$ cat src/rtl/stopwatch_counter_if.sv
// Stopwatch interface: divider square waves, button pulses and switch levels
// in one direction; the MM:SS value, mode and display helpers in the other.
interface stopwatch_counter_if #(
   parameter int W = 6
);
   logic         one;
   logic         two;
   logic         four;
   logic         pause_p;
   logic         clr_p;
   logic         adj;
   logic         sel;
   logic [W-1:0] minutes;
   logic [W-1:0] seconds;
   logic [1:0]   mode;
   logic         blink;
   logic         sec_tick;

   modport master (
      output one, two, four, pause_p, clr_p, adj, sel,
      input  minutes, seconds, mode, blink, sec_tick
   );

   modport slave (
      input  one, two, four, pause_p, clr_p, adj, sel,
      output minutes, seconds, mode, blink, sec_tick
   );
endinterface

$ cat src/rtl/stopwatch_counter.sv
// MM:SS stopwatch fed by the clock divider's 1/2/4 Hz square waves.
// Rising edges of `one` advance the count in RUN; rising edges of `two`
// step the selected field in ADJUST. clr_p zeroes the value, pause_p
// toggles the paused flag in every mode.
module stopwatch_counter #(
   parameter int MAX_SEC = 59,
   parameter int MAX_MIN = 59,
   parameter int W       = 6
) (
   input logic               clk,
   input logic               rst_n,
   stopwatch_counter_if.slave bus
);

   typedef enum logic [1:0] {
      RUN    = 2'b00,
      PAUSED = 2'b01,
      ADJUST = 2'b10
   } mode_t;

   localparam logic [W-1:0] MAX_S = W'(MAX_SEC);
   localparam logic [W-1:0] MAX_M = W'(MAX_MIN);

   logic         one_q;
   logic         two_q;
   logic         t1;
   logic         t2;
   logic         paused;
   logic [W-1:0] minutes;
   logic [W-1:0] seconds;
   logic         blink;
   logic         sec_tick;
   mode_t        mode;

   assign t1   = bus.one & ~one_q;
   assign t2   = bus.two & ~two_q;
   assign mode = bus.adj ? ADJUST : (paused ? PAUSED : RUN);

   assign bus.minutes  = minutes;
   assign bus.seconds  = seconds;
   assign bus.mode     = mode;
   assign bus.blink    = blink;
   assign bus.sec_tick = sec_tick;

   // Edge-detect history; starts high so a wave already high at reset release gives no tick
   always_ff @(posedge clk or negedge rst_n) begin
      if (!rst_n) begin
         one_q <= 1'b1;
         two_q <= 1'b1;
      end else begin
         one_q <= bus.one;
         two_q <= bus.two;
      end
   end

   // Pause flag toggles on every pause pulse, independent of clear and of ADJUST
   always_ff @(posedge clk or negedge rst_n) begin
      if (!rst_n) begin
         paused <= 1'b0;
      end else if (bus.pause_p) begin
         paused <= ~paused;
      end
   end

   // Clear wins over counting; RUN counts MM:SS with carry, ADJUST steps one field without carry
   always_ff @(posedge clk or negedge rst_n) begin
      if (!rst_n) begin
         minutes  <= '0;
         seconds  <= '0;
         sec_tick <= 1'b0;
      end else begin
         sec_tick <= 1'b0;
         if (bus.clr_p) begin
            minutes <= '0;
            seconds <= '0;
         end else if (mode == RUN && t1) begin
            sec_tick <= 1'b1;
            if (seconds < MAX_S) begin
               seconds <= seconds + 1'b1;
            end else begin
               seconds <= '0;
               minutes <= (minutes < MAX_M) ? minutes + 1'b1 : '0;
            end
         end else if (mode == ADJUST && t2) begin
            if (bus.sel) begin
               seconds <= (seconds < MAX_S) ? seconds + 1'b1 : '0;
            end else begin
               minutes <= (minutes < MAX_M) ? minutes + 1'b1 : '0;
            end
         end
      end
   end

   // Blink follows the 4 Hz wave one cycle late while adjusting, otherwise dark
   always_ff @(posedge clk or negedge rst_n) begin
      if (!rst_n) begin
         blink <= 1'b0;
      end else begin
         blink <= (mode == ADJUST) & bus.four;
      end
   end

endmodule

$ cat src/flat_wrapper.sv
// flat-port wrapper written by rule: the top's interface ports become plain ports
module stopwatch_counter_flat 
#(
   parameter int MAX_SEC = 59,
   parameter int MAX_MIN = 59,
   parameter int W       = 6
)
  (clk, rst_n, bus_one, bus_two, bus_four, bus_pause_p, bus_clr_p, bus_adj, bus_sel, bus_minutes, bus_seconds, bus_mode, bus_blink, bus_sec_tick);
  stopwatch_counter_if #(.W(W)) bus_i ();
  input logic clk;
  input logic rst_n;
  input wire logic [$bits(bus_i.one)-1:0] bus_one;
  input wire logic [$bits(bus_i.two)-1:0] bus_two;
  input wire logic [$bits(bus_i.four)-1:0] bus_four;
  input wire logic [$bits(bus_i.pause_p)-1:0] bus_pause_p;
  input wire logic [$bits(bus_i.clr_p)-1:0] bus_clr_p;
  input wire logic [$bits(bus_i.adj)-1:0] bus_adj;
  input wire logic [$bits(bus_i.sel)-1:0] bus_sel;
  output wire logic [$bits(bus_i.minutes)-1:0] bus_minutes;
  output wire logic [$bits(bus_i.seconds)-1:0] bus_seconds;
  output wire logic [$bits(bus_i.mode)-1:0] bus_mode;
  output wire logic [$bits(bus_i.blink)-1:0] bus_blink;
  output wire logic [$bits(bus_i.sec_tick)-1:0] bus_sec_tick;
  assign bus_i.one = bus_one;
  assign bus_i.two = bus_two;
  assign bus_i.four = bus_four;
  assign bus_i.pause_p = bus_pause_p;
  assign bus_i.clr_p = bus_clr_p;
  assign bus_i.adj = bus_adj;
  assign bus_i.sel = bus_sel;
  assign bus_minutes = bus_i.minutes;
  assign bus_seconds = bus_i.seconds;
  assign bus_mode = bus_i.mode;
  assign bus_blink = bus_i.blink;
  assign bus_sec_tick = bus_i.sec_tick;
  stopwatch_counter #(.MAX_SEC(MAX_SEC), .MAX_MIN(MAX_MIN), .W(W)) u_core (.clk(clk), .rst_n(rst_n), .bus(bus_i));
endmodule
$ cat config.mk
export PLATFORM = sky130hd
export DESIGN_NAME = stopwatch_counter_flat
export DESIGN_NICKNAME = d
export VERILOG_FILES = /design/src/rtl/stopwatch_counter_if.sv /design/src/rtl/stopwatch_counter.sv /design/src/flat_wrapper.sv
export SDC_FILE = /design/constraint.sdc
export NUM_CORES = 1
export LEC_CHECK = 0
export BUFFER_PORTS_ARGS = -buffer_cell sky130_fd_sc_hd__buf_2
export CORE_ASPECT_RATIO = 1.1
export CORE_UTILIZATION = 40
export CTS_BUF_LIST = sky130_fd_sc_hd__clkbuf_4 sky130_fd_sc_hd__clkbuf_8
export CTS_CLUSTER_SIZE = 12
export DETAILED_ROUTE_END_ITERATION = 7
export HOLD_SLACK_MARGIN = 0.05
export PLACE_DENSITY_LB_ADDON = 0.25
export SKIP_LAST_GASP = 1
export SYNTH_ARGS = -nofsm -noshare
export SYNTH_HDL_FRONTEND = slang
export SYNTH_SLANG_ARGS = --single-unit
$ cat constraint.sdc
create_clock -name clk -period 1.88 [get_ports clk]
set_input_delay 0.188 -clock clk [delete_from_list [all_inputs] [get_ports clk]]
set_output_delay 0.188 -clock clk [all_outputs]
set_load 0.01 [all_outputs]
==> results.txt <==
After detailed routing, the number of remaining DRC violations is 0. In this run the power spent charging and discharging nets is 0.252 mW. The number of global-route vias before repair was 674; the tightest slew margin relative to the limit was 65.7%. The routed design uses 817 um of met2 wire. TritonCTS built the clock tree. The number of nets in the synthesized netlist is 93. The type of the setup path with the least slack is register to register. Final setup violation count: 0. For the final count of hold timing violations, the log shows 0. The path class of the tightest hold or removal check is primary input to register.

The total number of yosys warnings is 0, and the count of input and output buffers is 24. The final cell count without fillers was 143; the area taken by flip-flops and latches was 428 um2. The internal portion of the total power is 0.575 mW. Dividing total power by cell area gives a power density of 761 mW/mm2. The netlist uses 32 different library cells.

The worst hold path begins at bus_pause_p. The count of nets left with antenna violations once routing finished came out at 0. The post-layout minimum cycle time is 1.76 ns. The placer's final routability congestion estimate came out at 0.826. The tools report the H-tree depth as 1. The first global-routing pass estimated 2900 um of wire.

The top achievable clock speed was 568 MHz; the chip height was 50.4 um. The critical path starts at u_core.bus.seconds[0]. The tool flagged a number of max-cap violations equal to 0. The cell area that synthesis handed to floorplanning was 853 um2. The tools report the worst hold slack as 0.0758 ns. The initial cell density of the core was 42.7%; the static power due to leakage was 0.528 nW. The number of antenna diodes in the final layout is 0. Detailed routing placed a total of 86 um of wire on met3. The arrival time at the worst endpoint was 1.97 ns. The register bit count reported by yosys was 17. The total via count after detailed routing came out at 750. The tools report the part of the power in the clock network as 22.8%. The worst hold path terminates at u_core.paused.

The DRC violation total after the first TritonRoute iteration came out at 14. The routed metal-1 wire length was 777 um. After detailed placement, the design holds a cell count of 132. Top routing layer in use: met4. In the finished design, the share of the clock period the worst path needs comes to 93.7%. The gate count after technology mapping is 82. The number of clock sinks seen by CTS is 17, and the latest clock arrival within the worst-skew pair is 0.28 ns. In the global route stage, overall resource usage came out at 17.3%. Sequential cells were found to cover 50.1% of the synthesized design area.

STA classifies the critical path endpoint as a register. The post-route netlist has 35.7% of its cells at a drive strength greater than 1. The maximum VDD drop is 0.454 mV, and the maximum fanout along the worst path is 7.

Combinational logic burns 21.9% of the power. The flow ran to the end, and the final reports show no timing, DRC or antenna violations. The final-layout fill cell count is 194. The initialized floorplan defines 17 standard-cell rows.

The run gives 0 as the number of slew-limit violations in the final report. In this run the horizontal extent of the chip is 46.0 um. The tools report the clock skew as 0.00251 ns.

The depth of the worst register-to-register path was 6; the detailed-route wire length was 1700 um. Summing all multi-input logic gate instances after layout gives 400 um2. The slew of the pin with the lowest slew margin came out at 0.512 ns. For this run, the post-layout net count is 127. The tools report the number of antenna violations at the first check in global routing as 0.

The sequential power share is 55.3%, and the worst hold path depth is 2. STA classifies the critical path startpoint as a register. The mean instance size in the synthesized netlist works out to 10.4 um2. The startpoint of the lowest-slack register-to-register path was u_core.bus.seconds[0]. The synthesis-to-layout area growth is 27.3%, and the number of vias per cell after detailed routing is 5.24. Dividing the detail-routed wire length by the instance count gives 11.9 um. The first-pass iteration count of the detailed router came out at 4. The capture instance of the worst register-to-register path was u_core.bus.minutes[2]. After clock tree synthesis, the clock-pin slew on the worst setup and hold paths is 0.10 ns.

In this run, CTS created clock tree buffers numbering 3. The run gives 25 as the count of pins on the block boundary. The total half-perimeter wirelength after legalization and detailed placement was 1230 um.

The root cell of the clock tree is sky130_fd_sc_hd__clkbuf_4. The tools report the maximum number of pins on one net before global-route repair as 18. In this run switching power makes up 30.5% of total power. The logs give 0.00200 mm2 for the placeable core region and 0 for the total congestion overflow after global routing.

The overall die area is 0.00232 mm2. For the worst setup path, the data required time is 2.09 ns. The setup check on the worst reg-to-reg path leaves a slack of 0.12 ns.

No sink is reached through more buffers than the 2 on the longest clock path.
==> Yosys cell counts <==
master	n	area [um2]
sky130_fd_sc_hd__buf_4	1	7.51
sky130_fd_sc_hd__and2_1	1	6.26
sky130_fd_sc_hd__or4_1	2	15.0
sky130_fd_sc_hd__and2b_1	1	7.51
sky130_fd_sc_hd__ha_1	2	25.0
sky130_fd_sc_hd__o21ai_1	4	20.0
sky130_fd_sc_hd__nor2b_1	1	6.26
sky130_fd_sc_hd__nor2_1	3	11.3
sky130_fd_sc_hd__a21o_1	1	7.51
sky130_fd_sc_hd__o21ai_0	2	10.0
sky130_fd_sc_hd__dfstp_2	2	52.6
sky130_fd_sc_hd__o211ai_1	1	7.51
sky130_fd_sc_hd__nand2b_1	3	18.8
sky130_fd_sc_hd__a22o_1	2	17.5
sky130_fd_sc_hd__nor3_2	1	10.0
sky130_fd_sc_hd__o22ai_1	2	12.5
sky130_fd_sc_hd__inv_1	4	15.0
sky130_fd_sc_hd__nor4b_4	1	23.8
sky130_fd_sc_hd__or3_1	1	6.26
sky130_fd_sc_hd__or2_2	2	12.5
sky130_fd_sc_hd__o2111a_1	2	22.5
sky130_fd_sc_hd__nand3_1	7	35.0
sky130_fd_sc_hd__a211oi_4	1	20.0
sky130_fd_sc_hd__and4bb_2	1	12.5
sky130_fd_sc_hd__and4b_1	1	10.0
sky130_fd_sc_hd__nand2_1	9	33.8
sky130_fd_sc_hd__clkbuf_1	1	3.75
sky130_fd_sc_hd__a21oi_1	3	15.0
sky130_fd_sc_hd__xor2_1	1	8.76
sky130_fd_sc_hd__nor3_1	3	15.0
sky130_fd_sc_hd__dfrtp_1	15	375
sky130_fd_sc_hd__o22a_1	1	8.76
==> layout by cell type (no fill, tap or decap), types with 2 or more instances in the layout <==
master	n
sky130_fd_sc_hd__o21ai_1	4
sky130_fd_sc_hd__a21oi_1	3
sky130_fd_sc_hd__o22ai_1	2
sky130_fd_sc_hd__inv_1	4
sky130_fd_sc_hd__nand3_1	7
sky130_fd_sc_hd__dfrtp_1	15
sky130_fd_sc_hd__nor2_1	3
sky130_fd_sc_hd__or2_2	2
sky130_fd_sc_hd__clkbuf_4	3
sky130_fd_sc_hd__nor3_1	3
sky130_fd_sc_hd__buf_2	24
sky130_fd_sc_hd__o21ai_0	2
sky130_fd_sc_hd__buf_4	4
sky130_fd_sc_hd__ha_1	2
sky130_fd_sc_hd__a22o_1	2
sky130_fd_sc_hd__nand2b_1	3
sky130_fd_sc_hd__dfstp_2	2
sky130_fd_sc_hd__nand2_1	9
sky130_fd_sc_hd__dlygate4sd3_1	3
sky130_fd_sc_hd__or4_1	2
==> power groups by stage <==
stage | logic (mW) | clock network [mW] | registers [mW]
2_1_floorplan | 0.0870 | 0 | 0.471
5_1_grt | 0.203 | 0.218 | 0.466
3_5_place_dp | 0.165 | 0 | 0.465
6_report | 0.181 | 0.189 | 0.457
3_3_place_gp | 0.163 | 0 | 0.463
4_1_cts | 0.171 | 0.197 | 0.458
==> worst max-delay path by stage <==
stage                                  to  cells after the start
global placement    u_core.bus.minutes[5]                      5
CTS                 u_core.bus.minutes[2]                      5
detailed placement  u_core.bus.minutes[0]                      5
floorplan           u_core.bus.minutes[2]                      5
finish              u_core.bus.minutes[2]                      6
global route        u_core.bus.minutes[3]                      6
==> worst max-delay path: stages (launching register included) <==
cell and delay [ns]:
sky130_fd_sc_hd__dfrtp_1 0.42, sky130_fd_sc_hd__ha_1 0.25, sky130_fd_sc_hd__o2111a_2 0.31, sky130_fd_sc_hd__a211oi_4 0.33, sky130_fd_sc_hd__buf_4 0.18, sky130_fd_sc_hd__a21oi_1 0.04, sky130_fd_sc_hd__o22ai_1 0.16
==> timing repair <==
action                     4_1_cts  5_1_grt
setup buffers                    0        4
setup endpoints to repair        0        5
hold buffers                     3        0
gates resized for setup          0        1
hold endpoints to repair        17        0
==> per-layer routing <==
| metal | up-vias | GRT usage (%) |
|---|---|---|
| met5 | - | 0 |
| met4 | 0 | 8.82 |
| met3 | 4 | 3.60 |
| met2 | 24 | 24.6 |
| met1 | 355 | 24.3 |
| li1 | 367 | - |
==> flip-flops by register name, summed over array words and instances (netlist names) <==
| name | flops |
|---|---|
| u_core.paused | 1 |
| u_core.bus.minutes | 6 |
| u_core.bus.sec_tick | 1 |
| u_core.bus.seconds | 6 |
| u_core.one_q | 1 |
| u_core.bus.blink | 1 |
| u_core.two_q | 1 |
==> final cells by class <==
type                       instances  share of cell area [%]
sequential                        17                    39.4
tap                               28                    3.23
multi-input combinational         59                    36.9
timing repair buffer              31                    16.6
clock inverter                     1                   0.461
clock buffer                       3                    2.07
inverter                           4                    1.38
==> through the flow <==
stage / area (um2) / power [mW] / util (%) / worst slack (ns) / setup TNS (ns)
6_report: 1090 / 0.827 / 54.3 / 0.119 / 0
2_1_floorplan: 853 / 0.558 / - / 0.172 / 0
5_1_grt: 1090 / 0.887 / 54.3 / -0.00379 / -0.00379
3_3_place_gp: 997 / 0.626 / 49.9 / 0.140 / 0
4_1_cts: 1050 / 0.826 / 52.8 / 0.0487 / 0
3_5_place_dp: 997 / 0.629 / 49.9 / 0.0601 / 0
==> cell families after synthesis <==
family                   count (synthesis)  synth area share (%)
flip-flops                              17                  50.1
XOR/XNOR                                 1                  1.03
AND/OR/NAND/NOR                         37                  26.2
adder cells (fa/ha/maj)                  2                  2.93
buffers and inverters                    6                  3.08
AO/OA/AOI/OAI                           19                  16.6
No activity file was read; power rests on OpenSTA's default activity.
